## config.mk

```make
export PLATFORM = sky130hd
export DESIGN_NAME = jtpopeye_objdma
export DESIGN_NICKNAME = d
export VERILOG_FILES = /design/src/rtl/jtpopeye_objdma.sv
export SDC_FILE = /design/constraint.sdc
export NUM_CORES = 1
export LEC_CHECK = 0
export CORE_MARGIN = 4
export CORE_UTILIZATION = 45
export DETAILED_ROUTE_END_ITERATION = 10
export PLACE_DENSITY = 0.78
export SYNTH_ARGS = -nofsm -noshare
export SYNTH_HDL_FRONTEND = slang
export SYNTH_SLANG_ARGS = --single-unit
```

## constraint.sdc

```tcl
create_clock -name clk -period 1.6 [get_ports clk]
set_input_delay 0.24 -clock clk [delete_from_list [all_inputs] [get_ports clk]]
set_output_delay 0.24 -clock clk [all_outputs]
set_load 0.05 [all_outputs]
```

## src/rtl/jtpopeye_objdma.sv

```systemverilog
// jtpopeye_objdma
// ---------------
// Object-RAM DMA for the Popeye video path. Once the CPU has armed a transfer
// (dma_req high on a vertical-blank rising edge), the block requests the CPU
// bus and copies NBYTES bytes from CPU work RAM, starting at SRC_BASE, into
// object RAM. It moves one byte per two pixel-clock enables, and only while
// the timing generator's DMA window (HBD_n low) is open. If blanking ends
// before the copy finishes, the transfer is abandoned and overrun is flagged.
//
// Ports
//   clk, rst        system clock, synchronous active-high reset
//   pxl_cen         pixel clock enable (clk/4)
//   VB              vertical blank, high = blank
//   HBD_n           DMA window, low = byte moves allowed
//   dma_req         CPU arm request (level)
//   busak           CPU bus acknowledge
//   src_din         CPU RAM read data (one clk after src_addr)
//   busrq           CPU bus request
//   src_addr        CPU RAM read address
//   obj_addr/dout   object RAM write address/data
//   obj_we          object RAM write strobe (one clk)
//   busy            transfer in progress (ARMED..RELEASE)
//   done            one-clk pulse on successful completion
//   overrun         sticky: blank ended before completion
module jtpopeye_objdma #(
    parameter int             NBYTES   = 128,
    parameter int             SAW      = 10,
    parameter logic [SAW-1:0] SRC_BASE = 10'h200,
    parameter int             OAW      = 7
) (
    input  logic           clk,
    input  logic           rst,
    input  logic           pxl_cen,
    input  logic           VB,
    input  logic           HBD_n,
    input  logic           dma_req,
    input  logic           busak,
    input  logic [7:0]     src_din,
    output logic           busrq,
    output logic [SAW-1:0] src_addr,
    output logic [OAW-1:0] obj_addr,
    output logic [7:0]     obj_dout,
    output logic           obj_we,
    output logic           busy,
    output logic           done,
    output logic           overrun
);

    localparam int            CW   = OAW + 1;
    localparam logic [CW-1:0] LAST = CW'(NBYTES - 1);

    typedef enum logic [2:0] {
        IDLE    = 3'd0,
        ARMED   = 3'd1,
        REQ     = 3'd2,
        ADDR    = 3'd3,
        WRITE   = 3'd4,
        RELEASE = 3'd5
    } state_t;

    state_t        state_r, state_nxt_s;
    logic [CW-1:0] cnt_r, cnt_nxt_s;
    logic          vb_r;
    logic          vb_rise_s, vb_fall_s;
    logic          write_s;
    logic          overrun_set_s;

    logic           busrq_r, obj_we_r, busy_r, done_r, overrun_r;
    logic [SAW-1:0] src_addr_r;
    logic [OAW-1:0] obj_addr_r;
    logic [7:0]     obj_dout_r;

    assign vb_rise_s = VB & ~vb_r;
    assign vb_fall_s = ~VB & vb_r;

    // Next-state, byte counter and write-strobe decode
    always_comb begin
        state_nxt_s   = state_r;
        cnt_nxt_s     = cnt_r;
        write_s       = 1'b0;
        overrun_set_s = 1'b0;
        case (state_r)
            IDLE: begin
                if (vb_rise_s && dma_req) begin
                    state_nxt_s = ARMED;
                end else begin
                    state_nxt_s = IDLE;
                end
            end
            ARMED: begin
                cnt_nxt_s = {CW{1'b0}};
                if (vb_fall_s) begin
                    overrun_set_s = 1'b1;
                    state_nxt_s   = RELEASE;
                end else begin
                    state_nxt_s = REQ;
                end
            end
            REQ: begin
                if (vb_fall_s) begin
                    overrun_set_s = 1'b1;
                    state_nxt_s   = RELEASE;
                end else if (busak) begin
                    state_nxt_s = ADDR;
                end else begin
                    state_nxt_s = REQ;
                end
            end
            ADDR: begin
                // busak low freezes here; HBD_n high simply waits
                if (vb_fall_s) begin
                    overrun_set_s = 1'b1;
                    state_nxt_s   = RELEASE;
                end else if (pxl_cen && !HBD_n && busak) begin
                    state_nxt_s = WRITE;
                end else begin
                    state_nxt_s = ADDR;
                end
            end
            WRITE: begin
                // completes regardless of HBD_n, but not while the bus is stolen
                if (vb_fall_s) begin
                    overrun_set_s = 1'b1;
                    state_nxt_s   = RELEASE;
                end else if (pxl_cen && busak) begin
                    write_s   = 1'b1;
                    cnt_nxt_s = cnt_r + {{(CW-1){1'b0}}, 1'b1};
                    if (cnt_r == LAST) begin
                        state_nxt_s = RELEASE;
                    end else begin
                        state_nxt_s = ADDR;
                    end
                end else begin
                    state_nxt_s = WRITE;
                end
            end
            RELEASE: begin
                state_nxt_s = IDLE;
            end
            default: begin
                state_nxt_s = IDLE;
            end
        endcase
    end

    // State, counter and registered outputs
    always_ff @(posedge clk) begin
        if (rst) begin
            state_r    <= IDLE;
            cnt_r      <= {CW{1'b0}};
            vb_r       <= 1'b1;   // no spurious VB rise straight out of reset
            busrq_r    <= 1'b0;
            obj_we_r   <= 1'b0;
            busy_r     <= 1'b0;
            done_r     <= 1'b0;
            overrun_r  <= 1'b0;
            src_addr_r <= SRC_BASE;
            obj_addr_r <= {OAW{1'b0}};
            obj_dout_r <= 8'h00;
        end else begin
            state_r    <= state_nxt_s;
            cnt_r      <= cnt_nxt_s;
            vb_r       <= VB;
            busy_r     <= (state_nxt_s != IDLE);
            // done only when RELEASE was reached without an overrun
            done_r     <= (state_r == RELEASE) && !overrun_r;
            obj_we_r   <= write_s;
            src_addr_r <= SRC_BASE + SAW'(cnt_nxt_s);
            // request rises entering REQ, falls as RELEASE is left
            if (state_nxt_s == REQ) begin
                busrq_r <= 1'b1;
            end else if (state_r == RELEASE) begin
                busrq_r <= 1'b0;
            end else begin
                busrq_r <= busrq_r;
            end
            if (state_nxt_s == ARMED) begin
                overrun_r <= 1'b0;
            end else if (overrun_set_s) begin
                overrun_r <= 1'b1;
            end else begin
                overrun_r <= overrun_r;
            end
            if (write_s) begin
                obj_addr_r <= cnt_r[OAW-1:0];
                obj_dout_r <= src_din;
            end else begin
                obj_addr_r <= obj_addr_r;
                obj_dout_r <= obj_dout_r;
            end
        end
    end

    assign busrq    = busrq_r;
    assign src_addr = src_addr_r;
    assign obj_addr = obj_addr_r;
    assign obj_dout = obj_dout_r;
    assign obj_we   = obj_we_r;
    assign busy     = busy_r;
    assign done     = done_r;
    assign overrun  = overrun_r;

endmodule

```

* After elaboration in Yosys (flattened, before gate mapping) *
Index checks and enable logic that the tools add are counted.

operators by class
  bitwise gates (word level) = 4
  equal/unequal tests = 8
  $add $sub $neg = 2
  reduce and logical (&&, ||, !) cells = 12
  muxes and demuxes = 20

operators by type and width
  operator               number
  $mux 3                 7
  $mux 8                 2
  $pmux 8 s2             1
  $pmux 3 s5             1
  $add 10x8->10 const A  1
  $eq 3x2->1 const B     3
  $mux 1                 9
  $add 8x1->8 const B    1
  $eq 8x7->1 const B     1
  $eq 3x1->1 const B     2
  $eq 3x3->1 const B     2
  $logic_and 1x1->1      5
  $reduce_or 4->1        1
  $logic_not 3->1        1
  $reduce_bool 3->1      1
  $and 1x1->1            2
  $logic_not 1->1        2
  $not 1->1              2
  $reduce_bool 2->1      1
  $reduce_or 2->1        1

word-level totals
  flip-flop bits (word level) = 42
  word-level logic and storage cells = 57
  input port bits = 15

* Longest topological paths before layout *
  word-level depth = 8
  mapped depth = 6
  gate-level depth less buffers = 5

* Worst setup path after synthesis *
Ideal clock, no wire load.

  kind = register to register
  from = reg, netlist name src_addr[0]
  to = reg busy_r, in the netlist busy
  clock period less this slack = 1.919 ns
  required time = 1.526 ns
  setup slack = -0.319 ns
  setup time = 0.074 ns
  stages on the path, launching flop included = 6
  arrival = 1.845 ns
  path through = dfxtp_1 ha_1 nand2_1 or3_1 a22o_1 a31oi_1

RTL lines
  element                 RTL line  RTL
  end signal: assignment  164       busy_r <= (state_nxt_s != IDLE);
  end: declaration        68        logic busrq_r, obj_we_r, busy_r, done_r, overrun_r;

* Worst setup path in the final report *
  from = reg state_r[2]
  to = reg src_addr_r[5], in the netlist src_addr[5]

on the way
  word-level cells in the longest chain between the ends = 3
  elaborated cells on any way between the ends = 4
  those cells by class = 1 x add/sub; 2 x eq/ne; 1 x mux

ends and longest elaborated chain
  element                                          RTL line  RTL
  start: declaration                               61        state_t state_r, state_nxt_s;
  start signal: assignment                         161       state_r <= state_nxt_s;
  $eq 3x3->1 / $eq 3x1->1 (equally long branches)  82        case (state_r)
  $pmux 8 s2 *                                     82
  $add 10x8->10 *                                  168       src_addr_r <= SRC_BASE + SAW'(cnt_nxt_s);
  end signal: assignment                           168
  end: declaration                                 69        logic [SAW-1:0] src_addr_r;

Mark *: on every way between the ends. The rest lies on a longest branch, timed or not.
A chain may end at the register's enable or synchronous reset.

==> reports/metrics.csv <==
metric,value,unit
outcome,"complete, no violations",
Total Routed Length,4.10,mm
Initial Util,48.4,%
Power Total,1.66,mW
vias in the first global route,1372,
Post-synth top cells,"36 x nand2_1, 32 x dfxtp_1, 25 x a21oi_1",
core area,2850,µm²
top_reg_cell synth,dfxtp_1,
worst endpoint required time,1870,ps
# rows,19,
Hold Path Depth,2,
DRC viols,0,
Max VDD drop,0.572,mV
Setup TNS Final,0,ps
largest cells by area after synthesis,"dfxtp_1 46%, nand2_1 9.8%, a21oi_1 9.1%",
CP Cell Sequence,"and3_4, a31oi_1, buf_4, or4_1, a21oi_2",
Worst-path clk slew,100,ps
Via-to-Cell Ratio,5.51,
Final Non-Filler Cells,274,
Clock Latency Late Sink,340,ps
CTS Root Cell,clkbuf_4,
Critical Path Fanout Max,8,
"Cell Area, Placed",1960,µm²
# clock sinks,32,
CP Launch Type,flip-flop,
TritonCTS buffer count,5,
H-tree level count,2,
RSZ-0062 raised after global routing,yes,
Synth Instances,169,
Final Util,76.1,%
maximum clock insertion buffer count,2,
LEAKAGE,0.931,nW
"count leader, synth",nand2_1,
Final nets,258,
critical path arrival,1840,ps
largest net degree at the start of global routing,17,
Port Buffers,42,
switching power,412,µW
pwr dens,763,nW/µm²
first-pass detailed-route iteration total,4,
Synth top area share,46.4,%
YS warnings,0,
first-pass GRT wire length,6.42,mm
min Tclk post-route,1570,ps
syn_nets,185,
cell area after synthesis,1380,µm²
Global Route Usage Sum,20.4,%
syn_area_per_cell,8.17,µm²
Post-synth ARST share,0,%
Die ar.,4020,µm²
initial antenna violation count,0,
Initial DRC Count,71,
TritonCTS clock tree,built,
reg2reg end,src_addr[5]$_SDFFE_PP0P_,
switching share of total power,24.9,%
Pint,1.25,mW
R2R setup slack,30,ps
hold path endpoint,vb_r$_SDFF_PP1_,
# diodes,0,
"CP delay by family, top",simple AND/OR/NAND/NOR gates,
CP endpoint kind,flip-flop,
post-synth top area cell,dfxtp_1,
Buf/Inv on CP,1,
Synth-to-Final Area Change,57.4,%
vias,1509,
Avg WL per Cell,15.0,µm
Gate power share,14.4,%
DIE HEIGHT,63.4,µm
Max Clk Rate,639,MHz
DP HPWL,2.93,mm
fin. max-slew vios,0,
Reg power frac,49.1,%
Synth cell types,40,
Reg2Reg Depth,5,
CP Class,flip-flop to flip-flop,
Reg2Reg Launch Point,state_r[2]$_SDFF_PP0_,
fin worst setup slack,34.9,ps
HP Start,VB,
Hold Path Class,primary input to flip-flop,
max-cap viol count,0,
pre-CTS setup slack,-388,ps
final period utilization,97.8,%
I/O pin count,45,
gpl congestion,0.847,
layout cells sized above 1,39.9,%
final instance area,2170,µm²
clock share of power,36.5,%
register area share after synthesis,46.4,%
Final Setup Violations,0,
largest stage delay on the critical path,530,ps
Clock Skews,7.87,ps
placed cell count,261,
number of synthesized flops with an enable pin,0,
Synth Register Bits,32,
total gr overflow,0,
"slowest stage cell, crit path",or4_1,
die width,63.4,µm
Min Hold Slack,242,ps
DRT antenna net count,0,
Fin. Hold Viols,0,
-- power by group through the flow --
stage                     combinational [mW]  clock [mW]  sequential, mW
after global routing                   0.257       0.653           0.816
after detailed placement               0.211           0           0.831
after global placement                 0.207           0           0.831
final                                  0.238       0.605           0.814
after CTS                              0.216       0.619           0.814
after floorplan                       0.0887           0           0.855
-- how the worst max path moves through the flow --
stage	startpoint	end	slack (ps)	cells after the start
global placement	VB	src_addr[6]$_SDFFE_PP0P_	-330	6
CTS	busak	src_addr[5]$_SDFFE_PP0P_	2	6
global route	state_r[0]$_SDFF_PP0_	src_addr[5]$_SDFFE_PP0P_	-70	5
finish	state_r[2]$_SDFF_PP0_	src_addr[5]$_SDFFE_PP0P_	30	5
detailed placement	VB	src_addr[5]$_SDFFE_PP0P_	-390	6
floorplan	src_addr[0]$_SDFFE_PP0P_	busy$_SDFF_PP0_	10	5
-- registers in the layout (all words and copies together) (netlist names) --
| register | cells |
|---|---|
| src_addr | 8 |
| state_r | 3 |
| vb_r | 1 |
| overrun | 1 |
| obj_addr | 7 |
| busrq | 1 |
| obj_dout | 8 |
| busy | 1 |
| obj_we | 1 |
| done | 1 |
-- layout by cell type, fill, tap and decap left out, types with 4 or more instances in the layout --
cell	n
o21ai_1	4
nand2_1	36
a21oi_1	22
buf_4	58
nor2_1	11
clkdlybuf4s50_1	11
nand3_1	5
clkbuf_4	5
dfxtp_2	7
dfxtp_1	22
-- cell families (layout without fill, tap and decap cells) --
logic type / after synthesis / in the layout / synth area share (%)
flops: 32 / 32 / 46.4
fa+ha+maj: 1 / 1 / 0.906
other cells: 2 / 2 / 0.544
compound gates: 47 / 47 / 21.7
buf+inv: 13 / 87 / 4.80
simple gates: 74 / 74 / 25.7
-- layout make-up --
type	instances	area (µm²)
tap	31	38.8
sequential	32	661
multi-input combinational	124	739
clock buffer	6	41.3
inverter	3	11.3
clock inverter	2	35.0
fill	216	681
timing repair buffer	76	646
-- routing by layer --
layer	vias up	global-route usage, %	wire length [µm]	part of all wire (%)
met1	717	25.7	1840	45
met3	9	5.51	229	5.6
li1	739	-	-	-
met2	44	32.5	1960	48
met5	-	0	0	0
met4	0	8.89	77	1.9
-- repair_timing --
item,4_1_cts,5_1_grt
setup endpoints to repair,5,8
buffers inserted,0,4
pin swaps,0,3
cloned,0,1
resized for setup,5,20
hold buffers,0,0
Note: power is estimated with default switching activity, not from simulation.
